[config.mk]
export PLATFORM = sky130hd
export DESIGN_NAME = req_drain_encoder
export DESIGN_NICKNAME = d
export VERILOG_FILES = /design/src/rtl/req_drain_encoder.sv
export SDC_FILE = /design/constraint.sdc
export NUM_CORES = 1
export LEC_CHECK = 0
export ABC_AREA = 0
export ABC_CLOCK_PERIOD_IN_PS = 1840
export BUFFER_PORTS_ARGS = -buffer_cell sky130_fd_sc_hd__buf_4
export CORE_MARGIN = 5
export CORE_UTILIZATION = 49
export CTS_CLUSTER_DIAMETER = 150
export DETAILED_ROUTE_END_ITERATION = 6
export PLACE_DENSITY = 0.85
export SLEW_MARGIN = 0
export SYNTH_ARGS = -nofsm -noshare
export SYNTH_HDL_FRONTEND = slang
export SYNTH_SLANG_ARGS = --single-unit
export TNS_END_PERCENT = 1
[constraint.sdc]
create_clock -name clk -period 1.84 [get_ports clk]
set_clock_uncertainty 0.05 [all_clocks]
set_input_delay 0.368 -clock clk [delete_from_list [all_inputs] [get_ports clk]]
set_output_delay 0.368 -clock clk [all_outputs]
set_load 0.05 [all_outputs]
[src/rtl/req_drain_encoder.sv]
// rtl/req_drain_encoder.sv - drains a multi-hot request mask as descending binary indices
module req_drain_encoder #(
    parameter int W  = 8,
    parameter int IW = $clog2(W)
) (
    input  logic                   clk,
    input  logic                   rst_n,
    input  logic                   in_valid,
    output logic                   in_ready,
    input  logic [W-1:0]           in_mask,
    output logic                   out_valid,
    input  logic                   out_ready,
    output logic [IW-1:0]          out_index,
    output logic                   out_last,
    output logic                   zero_drop,
    output logic [$clog2(W+1)-1:0] served_cnt
);

    localparam int CW = $clog2(W+1);

    localparam logic [0:0] IDLE  = 1'b0;
    localparam logic [0:0] DRAIN = 1'b1;

    logic [0:0]    state;
    logic [W-1:0]  pending;
    logic [IW-1:0] msb_idx;

    // Ascending scan so the last hit wins: that is the most-significant set bit.
    always_comb begin
        msb_idx = '0;
        for (int i = 0; i < W; i++) begin
            if (pending[i]) begin
                msb_idx = IW'(i);
            end
        end
    end

    assign in_ready  = (state == IDLE);
    assign out_valid = (state == DRAIN);
    assign out_index = msb_idx;
    assign out_last  = (pending != '0) && ((pending & (pending - W'(1))) == '0);

    always_ff @(posedge clk) begin
        if (!rst_n) begin
            state      <= IDLE;
            pending    <= '0;
            served_cnt <= '0;
            zero_drop  <= 1'b0;
        end else begin
            zero_drop <= 1'b0;
            case (state)
                IDLE: begin
                    if (in_valid) begin
                        if (in_mask != '0) begin
                            pending    <= in_mask;
                            served_cnt <= '0;
                            state      <= DRAIN;
                        end else begin
                            zero_drop <= 1'b1;
                        end
                    end
                end
                DRAIN: begin
                    if (out_ready) begin
                        served_cnt <= served_cnt + CW'(1);
                        if (out_last) begin
                            pending <= '0;
                            state   <= IDLE;
                        end else begin
                            pending <= pending & ~(W'(1) << msb_idx);
                        end
                    end
                end
                default: begin
                    state   <= IDLE;
                    pending <= '0;
                end
            endcase
        end
    end

endmodule

Word level (Yosys, flattened, before mapping)

Index checks and enable logic that the tools add are counted.

Add/subtract/negate cells: 2
Eq/ne operators: 3
Shifts and indexed selects: 1
Mux-type cells: 22
Bitwise gates (word level): 6
Reductions and logical operators: 6

Operators by type and width:

| kind                | number |
|---|---|
| $mux 8              | 4 |
| $and 8x8->8         | 2 |
| $pmux 8 s2          | 1 |
| $reduce_bool 8->1   | 2 |
| $mux 3              | 5 |
| $mux 4              | 3 |
| $logic_not 8->1     | 1 |
| $not 8->8           | 1 |
| $pmux 4 s2          | 1 |
| $shl 1x3->8 const A | 1 |
| $sub 8x1->8 const B | 1 |
| $mux 1              | 6 |
| $add 4x1->4 const B | 1 |
| $ne 2x2->1 const B  | 2 |
| $not 1->1           | 3 |
| $reduce_and 3->1    | 1 |
| $reduce_or 3->1     | 1 |
| $mux 2              | 1 |
| $ne 2x1->1 const B  | 1 |
| $pmux 1 s2          | 1 |
| $logic_and 1x1->1   | 1 |

Register bits after elaboration: 14
Bits of input ports: 12
Output and inout bits: 11
Word-level logic and storage cells: 44

Depth between registers and ports, before layout

Gate-level depths: netlist (run 1).

Depth after elaboration: 13
Depth in mapped cells: 6

Worst setup path before layout (run 1)

No wires, ideal clock.

Path kind: reg2out
Start point: register pending[4]
End point: output port out_index[0]
Arrival time: 1.877 ns
Required time: 1.422 ns
Setup slack: -0.455 ns
Cell stages (with the launch flop): 4
Buffers on the path: 1
Cell sequence: dfxtp_1 > clkbuf_1 > o21ai_0 > a21boi_0

Longest elaborated chain between the ends: 4

Ends and longest elaborated chain:

| what                     | line | text |
|---|---|---|
| start: declaration       | 25   | `logic [W-1:0] pending;` |
| start signal: assignment | 55   | `pending <= in_mask;` |
| start signal: assignment | 70   | `pending <= pending & ~(W'(1) << msb_idx);` |
| $mux 3 (4 in a row)      | 32   | `if (pending[i]) begin` |
| end: declaration         | 13   | `output logic [IW-1:0] out_index,` |

Every way passes these cells.

Final worst setup path (run 1)

Start point: register pending[1]
End point: output port out_last

Longest elaborated chain between the ends: 4
Elaborated cells on any way between the ends: 5
Those cells by class: 1 x add/sub; 1 x bitwise; 3 x reduce/logical

Ends and longest elaborated chain:

| what                | line | text |
|---|---|---|
| $sub 8x1->8         | 41   | `assign out_last = (pending != '0) && ((pending & (pending - W'(1))) == '0);` |
| $and 8x8->8         | 41   |  |
| $logic_not 8->1     | 41   |  |
| $logic_and 1x1->1 * | 41   |  |
| end: declaration    | 14   | `output logic out_last,` |

Every way passes the cells marked *; elsewhere a longest branch is shown, timed or not.

==> flow_summary_export.csv, run 1 <==
group,metric,value,unit
run_status,outcome,"finished with violations",
run_status,failed_checks,"setup timing",
timing,drv_slew,0,
power,pwr-share-comb,37.8,%
power,cellLeakagePower,0.478,nW
critical_path,crit_type,"flip-flop to output pin",
critical_path,worstSetupEndpoint,"out_last",
job,maxCapViolations,0,
floorplanning,num_rows,14,
critical_path,slowest_delay,0.32,ns
critical_path,cp.depth,5,
critical_path,arrival,1.51,ns
critical_path,crit_required,1.42,ns
critical_path,critPathLaunchType,"flip-flop",
power,power_density,877,nW/um2
critical_path,endpoint_kind,"output pin",
timing,rsz0062_at_grt,"yes",
critical_path,startpoint,"pending[1]",
power,power.switching,0.360,mW
cells_and_area,multi_input_area,508,um2
yosys,synthesis.nets,107,
placed_design,place_inst,129,
floorplanning,start_util,51.7,%
min_path,worstHoldPathType,"input port to flip-flop",
power,power.internal,0.588,mW
critical_path,crit_family,"simple AND/OR/NAND/NOR gates",
timing,finalHoldViolations,0,
timing,period_share,105,%
yosys,synth.most_common_cell,"dfxtp_1",
drt,avgRoutedWirePerCell,15.4,um
drt,antenna_left,0,
drt,vias,832,
timing,layout_setup_ws,-0.0893,ns
floorplanning,core_area,1510,um2
clocking,cts-root-buf,"clkbuf_4",
clocking,clock-sinks,14,
yosys,ys_async_sr_fraction,0,%
timing,min_period,1.93,ns
critical_path,timing.rr.start,"out_valid",
yosys,seq_area_frac_synth,36.0,%
timing,tightest_slew,0.426,ns
clocking,cts_tree,"yes",
power,seq_power_share,38.6,%
critical_path,cp_slowest_cell,"dfxtp_1",
yosys,yosys-top-cells-area,"dfxtp_1 36%, nand3_1 4.5%, nand2_1 4.3%",
cells_and_area,instances_no_fill,137,
drt,drt_iter0_markers,19,
yosys,synth-seq-cells,14,
cells_and_area,antenna_cells,0,
global_routing,overflow,0,
clocking,cts_buffers,3,
drt,vias_per_cell,6.07,
yosys,netlist.area_leader.share,36.0,%
cells_and_area,num-nets-final,135,
power,totalPowerFinal,0.947,mW
timing,fmax,518,MHz
critical_path,crit_chain,"buf_4 -> nor4b_2 -> o21ai_0 -> nand3_1 -> buf_6",
yosys,syn-cell-area,779,um2
cells_and_area,synthToLayoutAreaGrowth,38.5,%
power,switching_share,38.0,%
critical_path,crit_buf_inv,2,
critical_path,r2r-end,"pending[4]",
floorplanning,ios,23,
floorplanning,die_h,49.9,um
power,clkPwrFrac,23.5,%
cells_and_area,nFillCells,119,
yosys,netlist_instances,94,
placed_design,place_area,953,um2
global_routing,grt_pass1_vias,794,
global_routing,grt_max_degree,11,
yosys,synth_flop_cell,"dfxtp_1",
power,ir_worst_vdd,0.000571,V
yosys,synth_edf_count,0,
clocking,clk_pin_slew,0.08,ns
timing,relSlewSlack,71.4,%
yosys,synth_area_per_cell,8.29,um2
yosys,synthTopCellsByCount,"14 x dfxtp_1, 9 x nand2_1, 9 x nor2_1",
critical_path,ff2ff_setup_slack,0.30,ns
timing,final.hold.worst_slack,0.252,ns
floorplanning,die_area,2490,um2
clocking,clk_latency,0.28,ns
yosys,synth_top_cell_by_area,"dfxtp_1",
cells_and_area,finalInstanceArea,1080,um2
cells_and_area,drive_gt1_share,38.8,%
cells_and_area,area.sequential,298,um2
clocking,clock_path_buffers,2,
global_routing,grt_pass1_wl,3400,um
global_routing,grt.total_usage,17.0,%
critical_path,crit_fanout,6,
placed_design,place_hpwl,1500,um
floorplanning,die_w,49.9,um
yosys,synth_cell_type_count,34,
drt,drc,0,
drt,drt_wl_total,2120,um
critical_path,r2r_cells,4,
placed_design,gp_congestion,0.828,
clocking,htreeDepth,1,
global_routing,antenna_found_initial,0,
drt,drt-pass1-iter-count,4,
yosys,yosys_warnings,0,
placed_design,io_buffers,22,
timing,setup_violations,1,
[cell families after synthesis]
logic type / after synthesis / share of synthesized area, %
buffers and inverters: 7 / 4.49
AOI/OAI and AO/OA: 29 / 26.5
xor gates and xnor gates: 2 / 2.25
and+or+nand+nor: 41 / 29.2
DFF: 14 / 36.0
adders and majority gates: 1 / 1.60
[worst min-delay path, stage by stage]
cell and delay, ns:
buf_4 0.08, nand2_1 0.04, o21ai_0 0.06
[through the flow]
stage,TNS (ns),utilization [%],setup WS [ns]
floorplan,-0.107,-,-0.107
global placement,0,63.3,0.103
detailed placement,0,63.3,0.00892
CTS,-0.00488,70.9,-0.00393
global route,-0.220,71.7,-0.150
finish,-0.0893,71.7,-0.0893
[sequential cells by signal, indices dropped and copies added, names as in the netlist]
name and cells:
pending 8, served_cnt 4, out_valid 1, zero_drop 1
[power groups by stage]
| stage | combinational (mW) | sequential [mW] | clock, mW |
|---|---|---|---|
| final | 0.358 | 0.366 | 0.223 |
| after CTS | 0.349 | 0.365 | 0.228 |
| after detailed placement | 0.312 | 0.368 | 0 |
| after global placement | 0.309 | 0.367 | 0 |
| after floorplan | 0.220 | 0.365 | 0 |
| after global routing | 0.381 | 0.371 | 0.244 |
[placed cells by master (no fill, tap or decap), drive strengths merged]
| cell | instances |
|---|---|
| a211oi | 2 |
| a21bo | 1 |
| a21boi | 5 |
| a21oi | 4 |
| a221o | 3 |
| a22oi | 2 |
| a31oi | 1 |
| and2 | 2 |
| and3 | 3 |
| buf | 27 |
| clkbuf | 4 |
| dfxtp | 14 |
| ha | 1 |
| inv | 3 |
| nand2 | 9 |
| nand3 | 7 |
| nand3b | 1 |
| nor2 | 9 |
| nor2b | 4 |
| nor4 | 4 |
| nor4b | 2 |
| o211a | 1 |
| o211ai | 2 |
| o21ai | 6 |
| o311a | 1 |
| o31ai | 1 |
| xnor2 | 1 |
| xor2 | 1 |
[worst min-delay path by stage]
stage / start / end / cells past startpoint / slack, ns
global placement: served_cnt[1] / served_cnt[1] / 2 / 0.46
floorplan: out_ready / out_valid / 1 / 0.42
detailed placement: served_cnt[3] / served_cnt[3] / 2 / 0.46
global route: out_ready / out_valid / 2 / 0.25
CTS: out_ready / out_valid / 2 / 0.25
finish: in_mask[1] / pending[1] / 3 / 0.25
[routing by layer]
metal	up-vias	part of all wire, %	routed length, um	track usage [%]
met1	388	41	867	18.3
met4	0	1.8	38	5.68
met2	31	52	1100	30.3
met3	4	5.3	112	5.72
met5	-	0	0	0
li1	409	-	-	-
[timing repair]
| action | CTS | global route |
|---|---|---|
| pin swaps | 2 | 1 |
| setup endpoints to repair | 2 | 2 |
| buffers inserted | 3 | 1 |
| hold buffers | 0 | 0 |
| gates resized for setup | 19 | 1 |
[layout make-up]
| class | count | share of cell area, % |
|---|---|---|
| repair buffers | 27 | 19.1 |
| clock buffers | 4 | 3.36 |
| well taps | 16 | 1.85 |
| multi-input cells | 73 | 47.0 |
| inverters | 3 | 1.04 |
| flip-flops and latches | 14 | 27.6 |
(Power assumes the default switching activity.)
==> run 2, diff against run 1 <==
ABC_CLOCK_PERIOD_IN_PS = 1910   (was 1840)
PLACE_DENSITY = 0.87   (was 0.85)
clock period = 1.91 ns   (was 1.84 ns; I/O delays follow)
==> run 2 against run 1 <==
  * The flow still finishes with violations (setup timing)
  * Power fell by 11%
  * Via count fell by 4.6%
  * Sequential power decreased by 3%
  * Flip-flop and latch count did not move
  * Critical path depth stayed put
  * Combinational power down 8.9%
  * Die area unchanged
  * Global-route usage down 1.2 points
  * Cell count down 2.9%
  * Sequential share of layout area grew 0.89 points
==> flow_summary_export.csv, run 2 (synthesized netlist as in run 1, its figures left out) <==
group,metric,value,unit
clocking,htreeDepth,1,
min_path,worstHoldPathType,"input port to flip-flop",
power,power.switching,0.329,mW
timing,min_period,1.92,ns
floorplanning,core_area,1510,um2
clocking,clk_pin_slew,0.09,ns
placed_design,place_hpwl,1550,um
global_routing,grt_max_degree,11,
power,totalPowerFinal,0.843,mW
critical_path,crit_required,1.48,ns
global_routing,grt.total_usage,15.8,%
timing,period_share,101,%
cells_and_area,most-common-layout-cells,"23 x buf_4, 9 x nand2_1, 8 x nor2_1, 8 x dfxtp_1, 7 x nand3_1",
run_status,failed_checks,"setup timing",
clocking,clk_latency,0.28,ns
timing,layout_setup_ws,-0.0150,ns
critical_path,crit_fanout,6,
cells_and_area,nFillCells,140,
critical_path,arrival,1.49,ns
power,pwr-share-comb,38.6,%
cells_and_area,instances_no_fill,133,
global_routing,overflow,0,
drt,drc,0,
cells_and_area,largest_register_ffs,8,
timing,tightest_slew,0.407,ns
job,maxCapViolations,0,
floorplanning,die_w,49.9,um
floorplanning,die_area,2490,um2
clocking,clock-sinks,14,
clocking,clock_path_buffers,2,
cells_and_area,finalInstanceArea,1030,um2
drt,drt_wl_total,1950,um
drt,vias,794,
timing,rsz0062_at_grt,"yes",
floorplanning,die_h,49.9,um
cells_and_area,num-nets-final,132,
placed_design,gp_congestion,0.873,
clocking,cts_tree,"yes",
cells_and_area,layout_commonest_cell,"buf_4",
power,ir_worst_vdd,0.000546,V
clocking,cts_buffers,3,
power,power.internal,0.514,mW
run_status,outcome,"finished with violations",
cells_and_area,top_register,"pending",
cells_and_area,synthToLayoutAreaGrowth,31.9,%
placed_design,place_area,953,um2
floorplanning,num_rows,14,
placed_design,pre_cts_ws,0.138,ns
power,cellLeakagePower,0.450,nW
critical_path,crit_type,"flip-flop to output pin",
global_routing,grt_pass1_wl,3150,um
cells_and_area,drive_gt1_share,35.0,%
cells_and_area,post-route-util,68.3,%
placed_design,place_inst,129,
drt,drt-pass1-iter-count,4,
timing,finalHoldViolations,0,
floorplanning,start_util,51.7,%
timing,fmax,519,MHz
drt,drt_iter0_markers,12,
critical_path,endpoint_kind,"output pin",
timing,drv_slew,0,
drt,avgRoutedWirePerCell,14.6,um
power,clkPwrFrac,19.2,%
timing,relSlewSlack,72.6,%
power,power_density,820,nW/um2
global_routing,antenna_found_initial,0,
cells_and_area,antenna_cells,0,
floorplanning,ios,23,
critical_path,critPathLaunchType,"flip-flop",
clocking,cts-root-buf,"clkbuf_4",
placed_design,io_buffers,22,
power,switching_share,39.0,%
timing,setup_violations,1,
drt,antenna_left,0,
drt,vias_per_cell,5.97,
global_routing,grt_pass1_vias,735,
cells_and_area,top_regs,"pending (8), served_cnt (4)",
power,seq_power_share,42.2,%
run 2: cell type report:
type	count	area, um2	share of cell area (%)
multi-input combinational	73	498	48.4
sequential	14	293	28.5
timing repair buffer	24	184	17.9
clock buffer	3	22.5	2.19
tap	16	20.0	1.95
inverter	3	11.3	1.09
run 2: stage by stage:
stage / TNS [ns] / hold slack [ns]
2_1_floorplan: -0.0514 / 0.432
4_1_cts: 0 / 0.265
3_3_place_gp: 0 / 0.456
3_5_place_dp: 0 / 0.466
6_report: -0.0150 / 0.260
5_1_grt: -0.111 / 0.259
run 2: worst paths after layout:
kind | from | to | slack [ns] | cells after the start
setup / recovery | pending[1] | out_last | -0.01 | 5
hold / removal | in_mask[1] | pending[1] | 0.26 | 3
hold reg to reg | served_cnt[1] | served_cnt[1] | 0.48 | 2
setup reg to reg | out_valid | pending[3] | 0.40 | 4
run 2: critical path, cell delays in order, from the launching register on:
cell,delay (ns)
dfxtp_1,0.32
buf_4,0.15
nor4b_1,0.32
o21ai_0,0.14
nand3_1,0.12
buf_6,0.17
run 2: metal layers:
layer  part of all wire, %  GRT usage (%)
met1                    42           18.1
met2                    51           28.2
met3                   5.4           3.92
met4                   1.4           4.80
met5                     0              0
run 2: power groups by stage:
| stage | Sequential [mW] | Combinational (mW) | Clock [mW] |
|---|---|---|---|
| 6_report | 0.356 | 0.326 | 0.162 |
| 5_1_grt | 0.361 | 0.347 | 0.174 |
| 4_1_cts | 0.355 | 0.324 | 0.162 |
| 3_5_place_dp | 0.354 | 0.302 | 0 |
| 3_3_place_gp | 0.353 | 0.299 | 0 |
| 2_1_floorplan | 0.352 | 0.212 | 0 |
run 2: timing repair:
action / CTS / global route
gates resized for setup: 11 / 4
buffers inserted: 1 / 0
pin swaps: 1 / 0
endpoints found under the setup margin: 2 / 2
hold buffers: 0 / 0
gates cloned: 0 / 0
